File: src/rtl/alu_operand_pkg.sv
// Shared types and constants for the ALU source-A operand stage.
package alu_operand_pkg;

  localparam int DEFAULT_WIDTH = 32;
  localparam int ALU_SRC_FIXED = 4;

  typedef enum logic [1:0] {
    SRC_PC    = 2'd0,
    SRC_OLDPC = 2'd1,
    SRC_A     = 2'd2,
    SRC_IMM   = 2'd3
  } alu_src_e;

  typedef enum logic {
    SLOT_EMPTY = 1'b0,
    SLOT_FULL  = 1'b1
  } slot_state_e;

endpackage

File: src/rtl/alu_operand_stage_capture_reg.sv
// Enable register with synchronous active-low clear, used for the OldPC and A holding registers.
module capture_reg #(
  parameter int WIDTH = 32
) (
  input  logic             clk,
  input  logic             reset_n,
  input  logic             en,
  input  logic [WIDTH-1:0] d,
  output logic [WIDTH-1:0] q
);

  always_ff @(posedge clk) begin
    if (!reset_n)
      q <= '0;
    else if (en)
      q <= d;
  end

endmodule

File: src/rtl/alu_operand_stage.sv
// ALU source-A select with internal OldPC/A capture and a one-entry valid/ready output slot.
module alu_operand_stage
  import alu_operand_pkg::*;
#(
  parameter int WIDTH   = DEFAULT_WIDTH,
  parameter int NUM_SRC = 4,
  parameter int SEL_W   = $clog2(NUM_SRC),
  localparam int EXT_N  = (NUM_SRC > ALU_SRC_FIXED) ? (NUM_SRC - ALU_SRC_FIXED) : 1
) (
  input  logic                   clk,
  input  logic                   reset_n,
  input  logic [WIDTH-1:0]       pc,
  input  logic                   pc_capture,
  input  logic [WIDTH-1:0]       rf_rd1,
  input  logic                   a_capture,
  input  logic [WIDTH-1:0]       imm_ext,
  input  logic [EXT_N*WIDTH-1:0] ext_src,
  input  logic [SEL_W-1:0]       src_sel,
  input  logic                   in_valid,
  output logic                   in_ready,
  output logic [WIDTH-1:0]       out_data,
  output logic                   out_valid,
  input  logic                   out_ready,
  input  logic                   flush,
  output logic                   sel_err
);

  logic [WIDTH-1:0] old_pc_q;
  logic [WIDTH-1:0] a_q;
  logic [WIDTH-1:0] sel_data;
  logic             sel_oob;
  logic             accept;
  logic             unused_ext;
  slot_state_e      state_q;
  slot_state_e      state_d;

  // With NUM_SRC=4 the ext_src port is a single slice that no source reads.
  assign unused_ext = ^ext_src;

  capture_reg #(.WIDTH(WIDTH)) u_old_pc (
    .clk     (clk),
    .reset_n (reset_n),
    .en      (pc_capture),
    .d       (pc),
    .q       (old_pc_q)
  );

  capture_reg #(.WIDTH(WIDTH)) u_a (
    .clk     (clk),
    .reset_n (reset_n),
    .en      (a_capture),
    .d       (rf_rd1),
    .q       (a_q)
  );

  // Capture registers are read pre-update, so a same-cycle capture is not visible here.
  always_comb begin
    sel_data = '0;
    sel_oob  = 32'(src_sel) >= 32'(NUM_SRC);
    if (32'(src_sel) == 32'(SRC_PC))
      sel_data = pc;
    else if (32'(src_sel) == 32'(SRC_OLDPC))
      sel_data = old_pc_q;
    else if (32'(src_sel) == 32'(SRC_A))
      sel_data = a_q;
    else if (32'(src_sel) == 32'(SRC_IMM))
      sel_data = imm_ext;
    for (int k = ALU_SRC_FIXED; k < NUM_SRC; k++) begin
      if (32'(src_sel) == 32'(k))
        sel_data = ext_src[(k-ALU_SRC_FIXED)*WIDTH +: WIDTH];
    end
  end

  assign out_valid = (state_q == SLOT_FULL);
  assign in_ready  = reset_n && (!out_valid || out_ready);
  assign accept    = in_valid && in_ready;

  always_ff @(posedge clk) begin
    if (!reset_n)
      state_q <= SLOT_EMPTY;
    else
      state_q <= state_d;
  end

  // Flush beats any same-cycle accept.
  always_comb begin
    state_d = state_q;
    if (flush)
      state_d = SLOT_EMPTY;
    else begin
      case (state_q)
        SLOT_EMPTY: if (accept) state_d = SLOT_FULL;
        SLOT_FULL: begin
          if (accept)
            state_d = SLOT_FULL;
          else if (out_ready)
            state_d = SLOT_EMPTY;
        end
        default: state_d = SLOT_EMPTY;
      endcase
    end
  end

  always_ff @(posedge clk) begin
    if (!reset_n) begin
      out_data <= '0;
      sel_err  <= 1'b0;
    end else if (accept && !flush) begin
      out_data <= sel_data;
      sel_err  <= sel_oob;
    end
  end

endmodule
File: config.mk
export PLATFORM = sky130hd
export DESIGN_NAME = alu_operand_stage
export DESIGN_NICKNAME = d
export VERILOG_FILES = /design/src/rtl/alu_operand_pkg.sv /design/src/rtl/alu_operand_stage_capture_reg.sv /design/src/rtl/alu_operand_stage.sv
export SDC_FILE = /design/constraint.sdc
export NUM_CORES = 1
export LEC_CHECK = 0
export ABC_AREA = 1
export CAP_MARGIN = 5
export CORE_MARGIN = 1.5
export CORE_UTILIZATION = 32
export CTS_BUF_LIST = sky130_fd_sc_hd__clkbuf_2 sky130_fd_sc_hd__clkbuf_4 sky130_fd_sc_hd__clkbuf_8
export CTS_CLUSTER_SIZE = 40
export DETAILED_ROUTE_END_ITERATION = 8
export PLACE_DENSITY_LB_ADDON = 0.3
export SYNTH_ARGS = -nofsm -noshare
export SYNTH_HDL_FRONTEND = slang
export SYNTH_SLANG_ARGS = --single-unit
File: constraint.sdc
create_clock -name clk -period 1.1 [get_ports clk]
set_input_delay 0.11 -clock clk [delete_from_list [all_inputs] [get_ports clk]]
set_output_delay 0.11 -clock clk [all_outputs]
set_load 0.01 [all_outputs]
# After elaboration in Yosys (flattened, before gate mapping)
# Index checks and enable logic that the tools add are counted.
[op_classes]
eq_ne = 3
n_mux = 8
bitwise_logic = 2
reduce_logical = 8
[op_table]
columns = ["cell", "n"]
rows = [
  ["32-bit two-way mux", 4],
  ["2-bit == test, second input constant", 2],
  ["1-bit logical AND", 3],
  ["1-bit two-way mux", 3],
  ["2-bit by 1-bit == test with 1-bit output, second input constant", 1],
  ["1-bit zero test", 2],
  ["2-bit zero test", 1],
  ["1-bit inverter", 2],
  ["1-bit case mux with 2 select lines", 1],
  ["2-bit OR reduction", 1],
  ["1-bit logical OR", 1],
]
[totals]
regBits = 97
input_bits = 137
output_inout_bits = 35

# Depth between registers and ports, before layout
[depth]
depth_word = 6
depth_mapped = 9
ltp_nobuf = 7

# Cells and area by module
# A second synthesis with hierarchy kept.
[unflattened]
cells_unflattened = 810
hier_area_um2 = 5054.8
[by_module_without_submodules]
columns = ["module", "instances", "cells_each", "area_per_inst_um2", "seq_area_each_um2"]
rows = [
  ["capture_reg", 2, 202, 1335.0, 640.6],
  ["alu_operand_stage", 1, 406, 2384.8, 660.6],
]

# Worst setup path after synthesis
# OpenSTA, ideal clock, no wires.
[synth_timing]
kind = "reg-to-reg"
startpoint = "reg state_q, in the netlist out_valid"
endpoint = "reg out_data[27]"
arrival_time_ns = 1.048
required_ns = 0.991
path_slack_ns = -0.057
stages_incl_launch_ff = 7
period_less_slack_ns = 1.157
cell_sequence = "dfxtp_1 > nand2_1 > nand3_2 > clkbuf_1 > a21oi_1 > nand2_1 > inv_1"
[synth_via]
elab_chain_len = 5
[synth_rtl]
columns = ["item", "line", "rtl"]
rows = [
  ["start: declaration", "alu_operand_stage.sv:34", "slot_state_e state_q;"],
  ["start signal: assignment", "alu_operand_stage.sv:82", "state_q <= state_d;"],
  ["1-bit zero test", "alu_operand_stage.sv:75", "assign in_ready = reset_n && (!out_valid || out_ready);"],
  ["1-bit logical OR", "alu_operand_stage.sv:75", ""],
  ["1-bit logical AND", "alu_operand_stage.sv:75", ""],
  ["1-bit logical AND", "alu_operand_stage.sv:76", "assign accept = in_valid && in_ready;"],
  ["1-bit logical AND", "alu_operand_stage.sv:108", "end else if (accept && !flush) begin"],
  ["end signal: assignment", "alu_operand_stage.sv:109", "out_data <= sel_data;"],
  ["end: declaration", "alu_operand_stage.sv:21", "output logic [WIDTH-1:0] out_data,"],
]
# Every way passes these cells.
# A chain may end at the register's enable or synchronous reset.

# Worst setup path in the final report
[layout_timing]
startpoint = "reg state_q, in the netlist out_valid"
endpoint = "reg out_data[5]"
# Same word-level chain as after synthesis.

==> impl_metrics.tcl <==
set metrics [dict create \
    cts_buffers 9 \
    status "finished, final reports clean" \
    synth_area_per_cell_um2 6.77 \
    track_usage_pct 18.4 \
    place.gp.congestion 0.821 \
    cts_tree "yes" \
    p_int_mw 5.31 \
    fin_nets 941 \
    ys.flop_type "dfxtp_1" \
    grt_pass1_vias 4175 \
    synth_top_family_by_area "simple AND/OR/NAND/NOR gates" \
    synth_xor_area_share_pct 0 \
    wire_per_inst_um 13.7 \
    setup_ws_ns 0.00126 \
    synth.distinct_cells 23 \
    hold_depth 3 \
    syn_area_mm2 0.00453 \
    setup_viol 0 \
    grt_setup_unrepaired "true" \
    synth_compound_area_share_pct 15.2 \
    htreeDepth 3 \
    swShare_pct 29.6 \
    postRouteAntennaNets 0 \
    period_share_pct 99.9 \
    coreArea_mm2 0.0139 \
    yosys-top-cells-count "156 x nor2_1, 99 x nand2_1, 97 x dfxtp_1" \
    cp-end-kind "flip-flop" \
    synth.area.top_cells "dfxtp_1 43%, nor2_1 13%, o21ai_0 9.1%, nand3_1 8.5%, nand2_1 8.2%" \
    path_class "reg -> reg" \
    power.share.clock_pct 30.4 \
    critPathRequiredTime_ns 1.44 \
    p_leak_nw 2.72 \
    vias 4608 \
    skew_ns 0.00974 \
    grt_pass1_wl_mm 21.2 \
    ir_worst_vdd_v 0.000556 \
    ys_ff_latch 97 \
    synthMuxAreaShare_pct 0 \
    n_antenna_cell 0 \
    synthArstFlopShare_pct 0 \
    start_util_pct 32.7 \
    dp.cells 970 \
    post-place-ws_ns -0.416 \
    via_per_inst 4.66 \
    grt-ovfl-total 0 \
    hold_path.class "in -> reg" \
    die-width_um 122 \
    synth_edf_count 0 \
    firstDrtPassIters 5 \
    fp.dieH_um 122 \
    p_per_area_mw_per_mm2 1180 \
    root_buffer "clkbuf_8" \
    p_sw_mw 2.23 \
    antenna_found_initial 0 \
    place_hpwl_mm 9.68 \
    slew_violations 0 \
    hold_start "reset_n" \
    finalNonFillerCells 989 \
    max_cap_violations 0 \
    io_pins 172 \
    cts.clk_slew.worst_paths_ns 0.10 \
    rows 43 \
    portBuffers 138 \
    cp_max_fo 7 \
    first_iter_violations 335 \
    syn-instance-count 670 \
    area_delta_synth_final_pct 40.4 \
    syn-num-nets 807 \
    drive_above_1_share_pct 16.2 \
    wirelength_mm 13.6 \
    synth_top_area_share_pct 42.8 \
    rr_worst_depth 7 \
    combPwrFrac_pct 18.8 \
    power_mw 7.53 \
    timing.rr.start "out_valid" \
    yosysSeqAreaShare_pct 42.8 \
    drcViolationCount 0 \
    grt_max_degree 47 \
    synthAdderAreaFrac_pct 0 \
    fmax_mhz 910 \
    period_needed_ns 1.10 \
    clockBufferDepth 2 \
    clkSinkCount 97 \
    seq_power_share_pct 50.7 \
    synthSimpleGateAreaFrac_pct 31.7 \
    start_kind "flip-flop" \
    ys_warn_count 0 \
    synth_most_common_cell "nor2_1" \
    n_fill_cell 1474 \
    worstSkewPairLatency_ns 0.39 \
    yosys.area.top_type "dfxtp_1" \
    cp-startpoint "out_valid" \
    dieArea_mm2 0.0149 \
    postCtsHoldBufs 0 \
    cp.arrival_ns 1.43 \
    hold_viol 0 \
]
## worst paths after layout
path / slack, ns / end
setup reg to reg: 0.001 / out_data[5]
hold reg to reg: 0.46 / u_old_pc.q[26]
hold / removal: 0.03 / out_valid
setup / recovery: 0.001 / out_data[5]
## flip-flops by register name (all words and copies together), names as in the netlist
name,count
u_a.q,32
out_valid,1
u_old_pc.q,32
out_data,32
## area by class of cell
cell class                      count  area, um^2  area share [%]
Clock buffer                        9         124            1.95
Clock inverter                      7        62.6           0.983
Inverter                           48         190            2.99
Multi-Input combinational cell    477        2150            33.8
Sequential cell                    97        1960            30.7
Tap cell                          180         225            3.54
Timing Repair Buffer              171        1650            26.0
## placed cells by master (no fill, tap or decap), drive strengths merged, types with 4 or more instances in the layout
cell and instances:
clkbuf 29, nand2 100, nor2 167, clkdlybuf4s15 8
a21oi 47, o21ai 83, clkinv 4, clkdlybuf4s50 101
buf 41, inv 50, dfxtp 97, nand3 78
## metal layers
metal  GRT usage (%)  wire (um)  up-vias
li1                -          -     2409
met1            26.8       6790     2055
met2            26.9       5780      131
met3            3.75        804       13
met4            6.10        215        0
met5               0          0        -
## power by group through the flow
stage	logic, mW	clock network [mW]	registers [mW]
2_1_floorplan	0.671	0	3.89
3_3_place_gp	1.42	0	3.89
3_5_place_dp	1.42	0	3.90
4_1_cts	1.41	2.35	3.82
5_1_grt	1.58	2.48	3.85
6_report	1.42	2.29	3.82
## critical path, stage by stage, from the launching register on
cell and delay, ns:
dfxtp_2 0.35, nand2_2 0.08, nand3_4 0.09, buf_12 0.15
clkbuf_16 0.15, a21oi_1 0.12, nand2_1 0.06, inv_1 0.04
## stage by stage
step	setup TNS [ns]	hold slack [ns]	cell area, um^2	utilization, %
6_report	0	0.0348	6360	45.9
5_1_grt	-1.40	0.0323	6360	45.9
4_1_cts	-0.114	0.0231	6400	46.1
3_5_place_dp	-22.70	0.441	6190	44.6
3_3_place_gp	-22.70	0.435	6190	44.6
2_1_floorplan	0	0.187	4540	-
## cell families after synthesis
logic type / after synthesis
AOI/OAI and AO/OA: 130
buffers and inverters: 96
DFF: 97
other: 1
and+or+nand+nor: 346
## timing repair
action,4_1_cts,5_1_grt
setup buffers,0,2
pin swaps,2,0
resized for setup,96,39
cloned,0,1
setup endpoints to repair,66,64
Power figures use the tool's default switching activity.
